===== config.mk =====
export PLATFORM = sky130hd
export DESIGN_NAME = usbeps_tx_burst_player
export DESIGN_NICKNAME = d
export VERILOG_FILES = /design/src/rtl/usbeps_tx_burst_player.sv
export SDC_FILE = /design/constraint.sdc
export NUM_CORES = 1
export LEC_CHECK = 0
export CAP_MARGIN = 40
export CORE_UTILIZATION = 35
export DETAILED_ROUTE_END_ITERATION = 10
export SLEW_MARGIN = 20
export SYNTH_ARGS = -nofsm -noshare
export SYNTH_HDL_FRONTEND = slang
export SYNTH_SLANG_ARGS = --single-unit

===== constraint.sdc =====
create_clock -name clk -period 7.3 [get_ports clk]
set_clock_uncertainty 0.15 [all_clocks]
set_input_delay 1.095 -clock clk [delete_from_list [all_inputs] [get_ports clk]]
set_output_delay 1.095 -clock clk [all_outputs]
set_load 0.01 [all_outputs]

===== src/rtl/usbeps_tx_burst_player.sv =====
// TX burst player: waits for each descriptor's timestamp, streams its words from TX RAM, skips late bursts.
// Output valid 1 cycle after entering PLAY; a 2-entry skid absorbs RAM latency so ready can stall freely.
module usbeps_tx_burst_player #(
  parameter int DATA_BITS         = 3,
  parameter int TX_TIMESTAMP_BITS = 49,
  parameter int TX_RAM_ADDR_WIDTH = 17,
  parameter int TX_SAMPLES_WIDTH  = 16,
  parameter int RAM_CHECK_BIT     = 8
) (
  input  logic                                                              clk,
  input  logic                                                              rst_n,
  input  logic [TX_TIMESTAMP_BITS+TX_SAMPLES_WIDTH+TX_RAM_ADDR_WIDTH-DATA_BITS-1:0] s_descr_data,
  input  logic                                                              s_descr_valid,
  output logic                                                              s_descr_ready,
  output logic                                                              s_descr_busy,
  output logic                                                              mem_rd_en,
  output logic [TX_RAM_ADDR_WIDTH-DATA_BITS-1:0]                            mem_rd_addr,
  input  logic [(8<<DATA_BITS)-1:0]                                         mem_rd_data,
  output logic                                                              m_axis_tx_valid,
  input  logic                                                              m_axis_tx_ready,
  output logic [(8<<DATA_BITS)-1:0]                                         m_axis_tx_data,
  output logic                                                              m_axis_tx_last,
  input  logic [TX_TIMESTAMP_BITS-2:0]                                      fe_time,
  output logic [TX_RAM_ADDR_WIDTH-RAM_CHECK_BIT:0]                          out_rd_addr,
  output logic [TX_TIMESTAMP_BITS-1:0]                                      out_rd_time,
  output logic [15:0]                                                       stat_late,
  output logic [15:0]                                                       stat_underrun
);
  localparam int AW  = TX_RAM_ADDR_WIDTH - DATA_BITS;
  localparam int PW  = AW + 1;
  localparam int DW  = 8 << DATA_BITS;
  localparam int TS  = TX_TIMESTAMP_BITS;
  localparam int DSW = TS + TX_SAMPLES_WIDTH + AW;

  typedef enum logic [1:0] {IDLE, CHECK, WAIT, PLAY} state_t;

  state_t          state, state_nxt;
  logic            rdy_en;
  logic            nots_q;
  logic [TS-2:0]   ts_q;
  logic [AW-1:0]   wm1_q;
  logic [PW-1:0]   rd_ptr, ret_ptr;
  logic [AW:0]     iss_cnt, ret_cnt;
  logic            rd_vld_q;
  logic [DW-1:0]   skid_mem [2];
  logic            skid_wr, skid_rd;
  logic [1:0]      skid_cnt;

  logic            accept, late, issue, pop, push, spop, last_word;
  logic [TS-1:0]   diff;
  logic [PW-1:0]   out_cnt;
  logic [AW:0]     burst_len;
  logic            descr_unused;

  // Sample count travels with the descriptor but has no role in playback.
  assign descr_unused = ^s_descr_data[AW +: TX_SAMPLES_WIDTH];

  assign s_descr_ready = rdy_en && (state == IDLE);
  assign s_descr_busy  = (state != IDLE) || s_descr_valid;
  assign accept        = s_descr_valid && s_descr_ready;

  assign diff      = {1'b0, fe_time} - {1'b0, ts_q};
  assign late      = (state == CHECK) && !nots_q && (diff != '0) && !diff[TS-1];
  assign burst_len = {1'b0, wm1_q} + 1'b1;
  assign out_cnt   = rd_ptr - ret_ptr;

  // Skid head first; an empty skid forwards the RAM return directly.
  assign m_axis_tx_valid = (state == PLAY) && ((skid_cnt != 2'd0) || rd_vld_q);
  assign m_axis_tx_data  = (skid_cnt != 2'd0) ? skid_mem[skid_rd] : mem_rd_data;
  assign last_word       = (ret_cnt == {1'b0, wm1_q});
  assign m_axis_tx_last  = m_axis_tx_valid && last_word;
  assign pop             = m_axis_tx_valid && m_axis_tx_ready;

  // Counting this cycle's retire keeps full rate while capping in-flight words at 2.
  assign issue = (state == PLAY) && (iss_cnt != burst_len) &&
                 ((out_cnt - PW'(pop)) < PW'(2));
  assign mem_rd_en   = issue;
  assign mem_rd_addr = rd_ptr[AW-1:0];

  assign spop = pop && (skid_cnt != 2'd0);
  assign push = rd_vld_q && !((skid_cnt == 2'd0) && pop);

  always_comb begin
    state_nxt = state;
    case (state)
      IDLE:  if (accept) state_nxt = CHECK;
      CHECK: begin
        if (nots_q || diff == '0) state_nxt = PLAY;
        else if (diff[TS-1])      state_nxt = WAIT;
        else                      state_nxt = IDLE;
      end
      WAIT:  if (fe_time == ts_q) state_nxt = PLAY;
      PLAY:  if (pop && last_word) state_nxt = IDLE;
      default: state_nxt = IDLE;
    endcase
  end

  always_ff @(posedge clk or negedge rst_n) begin
    if (!rst_n) begin
      state         <= IDLE;
      rdy_en        <= 1'b0;
      nots_q        <= 1'b0;
      ts_q          <= '0;
      wm1_q         <= '0;
      rd_ptr        <= '0;
      ret_ptr       <= '0;
      iss_cnt       <= '0;
      ret_cnt       <= '0;
      rd_vld_q      <= 1'b0;
      skid_wr       <= 1'b0;
      skid_rd       <= 1'b0;
      skid_cnt      <= 2'd0;
      stat_late     <= '0;
      stat_underrun <= '0;
      out_rd_addr   <= '0;
      out_rd_time   <= '0;
    end else begin
      state       <= state_nxt;
      rdy_en      <= 1'b1;
      rd_vld_q    <= issue;
      out_rd_addr <= ret_ptr[PW-1:RAM_CHECK_BIT-DATA_BITS];
      out_rd_time <= {1'b0, fe_time};
      if (accept) begin
        nots_q  <= s_descr_data[DSW-1];
        ts_q    <= s_descr_data[DSW-2 -: TS-1];
        wm1_q   <= s_descr_data[AW-1:0];
        iss_cnt <= '0;
        ret_cnt <= '0;
      end else begin
        if (issue) iss_cnt <= iss_cnt + 1'b1;
        if (pop)   ret_cnt <= ret_cnt + 1'b1;
      end
      // A late burst is retired wholesale so the deframer sees its space freed.
      if (late) begin
        rd_ptr    <= rd_ptr + burst_len;
        ret_ptr   <= ret_ptr + burst_len;
        stat_late <= stat_late + 1'b1;
      end else begin
        if (issue) rd_ptr  <= rd_ptr + 1'b1;
        if (pop)   ret_ptr <= ret_ptr + 1'b1;
      end
      if (push) skid_wr <= ~skid_wr;
      if (spop) skid_rd <= ~skid_rd;
      skid_cnt <= skid_cnt + 2'(push) - 2'(spop);
      if ((state == PLAY) && m_axis_tx_ready && !m_axis_tx_valid && (stat_underrun != 16'hFFFF))
        stat_underrun <= stat_underrun + 1'b1;
    end
  end

  always_ff @(posedge clk) begin
    if (push) skid_mem[skid_wr] <= mem_rd_data;
  end

endmodule


==> reports/metrics.csv <==
stage,metric,value,unit
global_route,grt_pass1_vias,17000,
synth,synth_ff_type,dfrtp_1,
status,status,completed,
clocking,insertion_delay,0.57,ns
synth,synth_seq_area_share,46.7,%
route,avgViaCountPerCell,5.15,
layout,nets,2890,
floorplan,core,56500,um2
synth,yosys_warnings,0,
timing,worst_slew_pin_slew,0.858,ns
synth,synth_most_common_cell,dfrtp_1,
clocking,cts_buffer_depth,3,
synth,synth_top_area_share,27.6,%
layout,diodes,0,
flow_run,cap_viol_max_count,0,
power,p_leak,11.5,nW
timing,fin_ws,0.335,ns
critical_path,startpoint_type,input pin,
timing,final-hold-violation-count,0,
timing,maxSlewViolCount,0,
synth,syn-num-nets,2368,
synth,synth-edff-count,128,
timing,slew_headroom,42.3,%
global_route,antenna_found_initial,4,
timing,period_share,95.4,%
synth,synth_cell_types,83,
critical_path,endpoint_kind,register,
route,first_iter_violations,1228,
hold_path,hold_class,reg2reg,
floorplan,initial_core_util,35.5,%
global_route,grt_start_max_net_pins,127,
global_route,grt_pass1_wl,94700,um
route,first_pass_iters,5,
placement,place_ws,-0.280,ns
clocking,cts_tree,built,
route,via_count,17400,
synth,netlist_top_cells_area,"dfrtp_1 (28%), edfxtp_1 (19%), ha_1 (6.7%)",
clocking,root_buffer,clkbuf_16,
timing,post-route-min-period,6.96,ns
global_route,grt-ovfl-total,0,
route,drcViolationCount,0,
timing,rsz0062_at_grt,false,
critical_path,worstSetupPathType,in2reg,
timing,finalSetupViolCount,0,
critical_path,arrival,7.30,ns
floorplan,ios,369,
timing,fin_tns_setup,0,ns
placement,io_buffers,351,
timing,holdWs,0.302,ns
critical_path,required,7.64,ns
clocking,cts_made_buffers,41,
placement,place.gp.congestion,0.910,
placement,dp_hpwl,48000,um
synth,yosys.area.top_type,dfrtp_1,
floorplan,die_height,241,um
layout,drive_above_1_share,13.3,%
synth,avgSynthCellArea,9.72,um2
route,wl_per_cell,18.4,um
floorplan,dieArea,58300,um2
power,pwr_density_cell,342,nW/um2
synth,synthArstFlopShare,63.3,%
clocking,path_clk_slew,0.05,ns
layout,nFillCells,5218,
floorplan,rows,87,
route,wl,62200,um
layout,area_growth_syn_to_layout,35.4,%
clocking,h-tree-depth,2,
global_route,grt_usage,20.9,%
clocking,clock-sinks,349,
power,peakVddDrop,0.000364,V
critical_path,rrSetupSlack,0.95,ns
route,final_antenna_net_count,0,
synth,netlist_instances,2064,
floorplan,dieWidth,241,um
critical_path,worstPathMaxFanout,3,
synth,syn-cell-area,20100,um2
synth,synth-seq-cells,349,
synth,netlist_top_cells_count,"dfrtp_1 (221), nor2_1 (201), a21oi_1 (170), nand2_1 (170), edfxtp_1 (128)",
clocking,postCtsSetupBuffers,0,
timing,max_freq,144,MHz
## per-stage QoR
stage	power (mW)	instances	instance area (um2)	utilization (%)
after detailed placement	7.31	3296	25800	45.7
after global placement	7.26	3296	25800	45.7
after CTS	9.31	3370	27100	47.9
after global routing	9.91	3373	27100	48.1
final	9.29	3373	27100	48.1
after floorplan	5.20	2064	20100	-
## cells by family after synthesis
kind of cell	count (synthesis)	synth area share [%]
adder cells (fa/ha/maj)	111	6.98
XOR/XNOR	134	5.85
other	2	0.0374
AND/OR/NAND/NOR	649	15.6
multiplexers	91	4.67
AO/OA/AOI/OAI	498	15.4
flip-flops	349	46.7
buffers and inverters	230	4.73
## per-layer routing
layer	vias up	part of all wire [%]	wire, um	global-route usage (%)
met3	86	7.7	4780	5.30
met5	-	0.088	55	0
met2	531	45	28000	33.9
met1	8264	45	28200	27.8
met4	8	1.9	1210	5.01
li1	8476	-	-	-
## where the power goes
part,total (mW),internal [mW],switching (mW)
clock,1.94,1.10,0.842
combinational,4.80,2.23,2.57
sequential,2.55,2.29,0.255
total,9.29,5.61,3.67
## registers in the layout, summed over array words and instances (netlist names), 10 cells and up, named ones only
signal,count
ts_q,48
rd_ptr,15
stat_late,16
wm1_q,14
ret_cnt,15
iss_cnt,15
ret_ptr,15
out_rd_addr,10
stat_underrun,16
skid_mem,128
out_rd_time,48
## layout make-up
class                      count  area [um2]  share of cell area [%]
clock inverter                17         118                   0.433
inverter                     123         462                    1.70
clock buffer                  57        1140                    4.19
multi-input combinational   1485        9780                    36.0
sequential                   349        9380                    34.5
timing repair buffer         586        5330                    19.6
tap                          756         946                    3.48
## critical path, stage by stage
cell and delay [ns]:
clkdlybuf4s50_1 0.52, ha_1 0.40, a21oi_1 0.28, o21ai_0 0.18, a21oi_1 0.37, a31oi_1 0.16, buf_4 0.17, or3_1 0.30
a221oi_1 0.28, nand4_1 0.15, or4_1 0.55, nor4_4 0.38, or2_2 0.20, nor2_1 0.08, ha_1 0.31, o21a_1 0.19
o21ai_0 0.16, nand2b_1 0.09, a21oi_1 0.21, nor2b_1 0.07, o21ai_0 0.18, nand2b_1 0.10, a311oi_1 0.29, nor2_1 0.12
or3_1 0.37, nand3_1 0.09
## path summary, 6_finish.rpt
kind | end | cells past startpoint | from
max reg2reg | ret_ptr[12]$_DFFE_PN0P_ | 25 | ts_q[12]$_DFFE_PN0P_
max | ret_ptr[12]$_DFFE_PN0P_ | 26 | fe_time[16]
min in group asynchronous | out_rd_addr[1]$_DFF_PN0_ | 1 | rst_n
min | out_rd_addr[9]$_DFF_PN0_ | 0 | ret_ptr[14]$_DFFE_PN0P_
min reg2reg | out_rd_addr[9]$_DFF_PN0_ | 0 | ret_ptr[14]$_DFFE_PN0P_
max in group asynchronous | ts_q[28]$_DFFE_PN0P_ | 2 | rst_n
## layout by cell type, fill, tap and decap left out, drive strengths merged, types with 22 or more instances in the layout
| cell | netlist | routed |
|---|---|---|
| nand2 | 170 | 170 |
| edfxtp | 128 | 128 |
| nor3 | 28 | 28 |
| nor2 | 201 | 201 |
| nor4 | 23 | 23 |
| nand3 | 61 | 61 |
| buf | 51 | 235 |
| a21o | 32 | 32 |
| clkbuf | 56 | 58 |
| clkdlybuf4s50 | 0 | 350 |
| and3 | 22 | 22 |
| o21ai | 126 | 126 |
| mux2i | 70 | 70 |
| inv | 123 | 125 |
| ha | 107 | 107 |
| xor2 | 61 | 61 |
| nand4 | 57 | 57 |
| dfrtp | 221 | 221 |
| xnor2 | 73 | 73 |
| a21oi | 172 | 172 |
## what timing repair did
action | 4_1_cts | 5_1_grt
hold buffers | 0 | 0
endpoints found under the setup margin | 0 | 2
resized for setup | 0 | 5
Note: power is estimated with default switching activity, not from simulation.
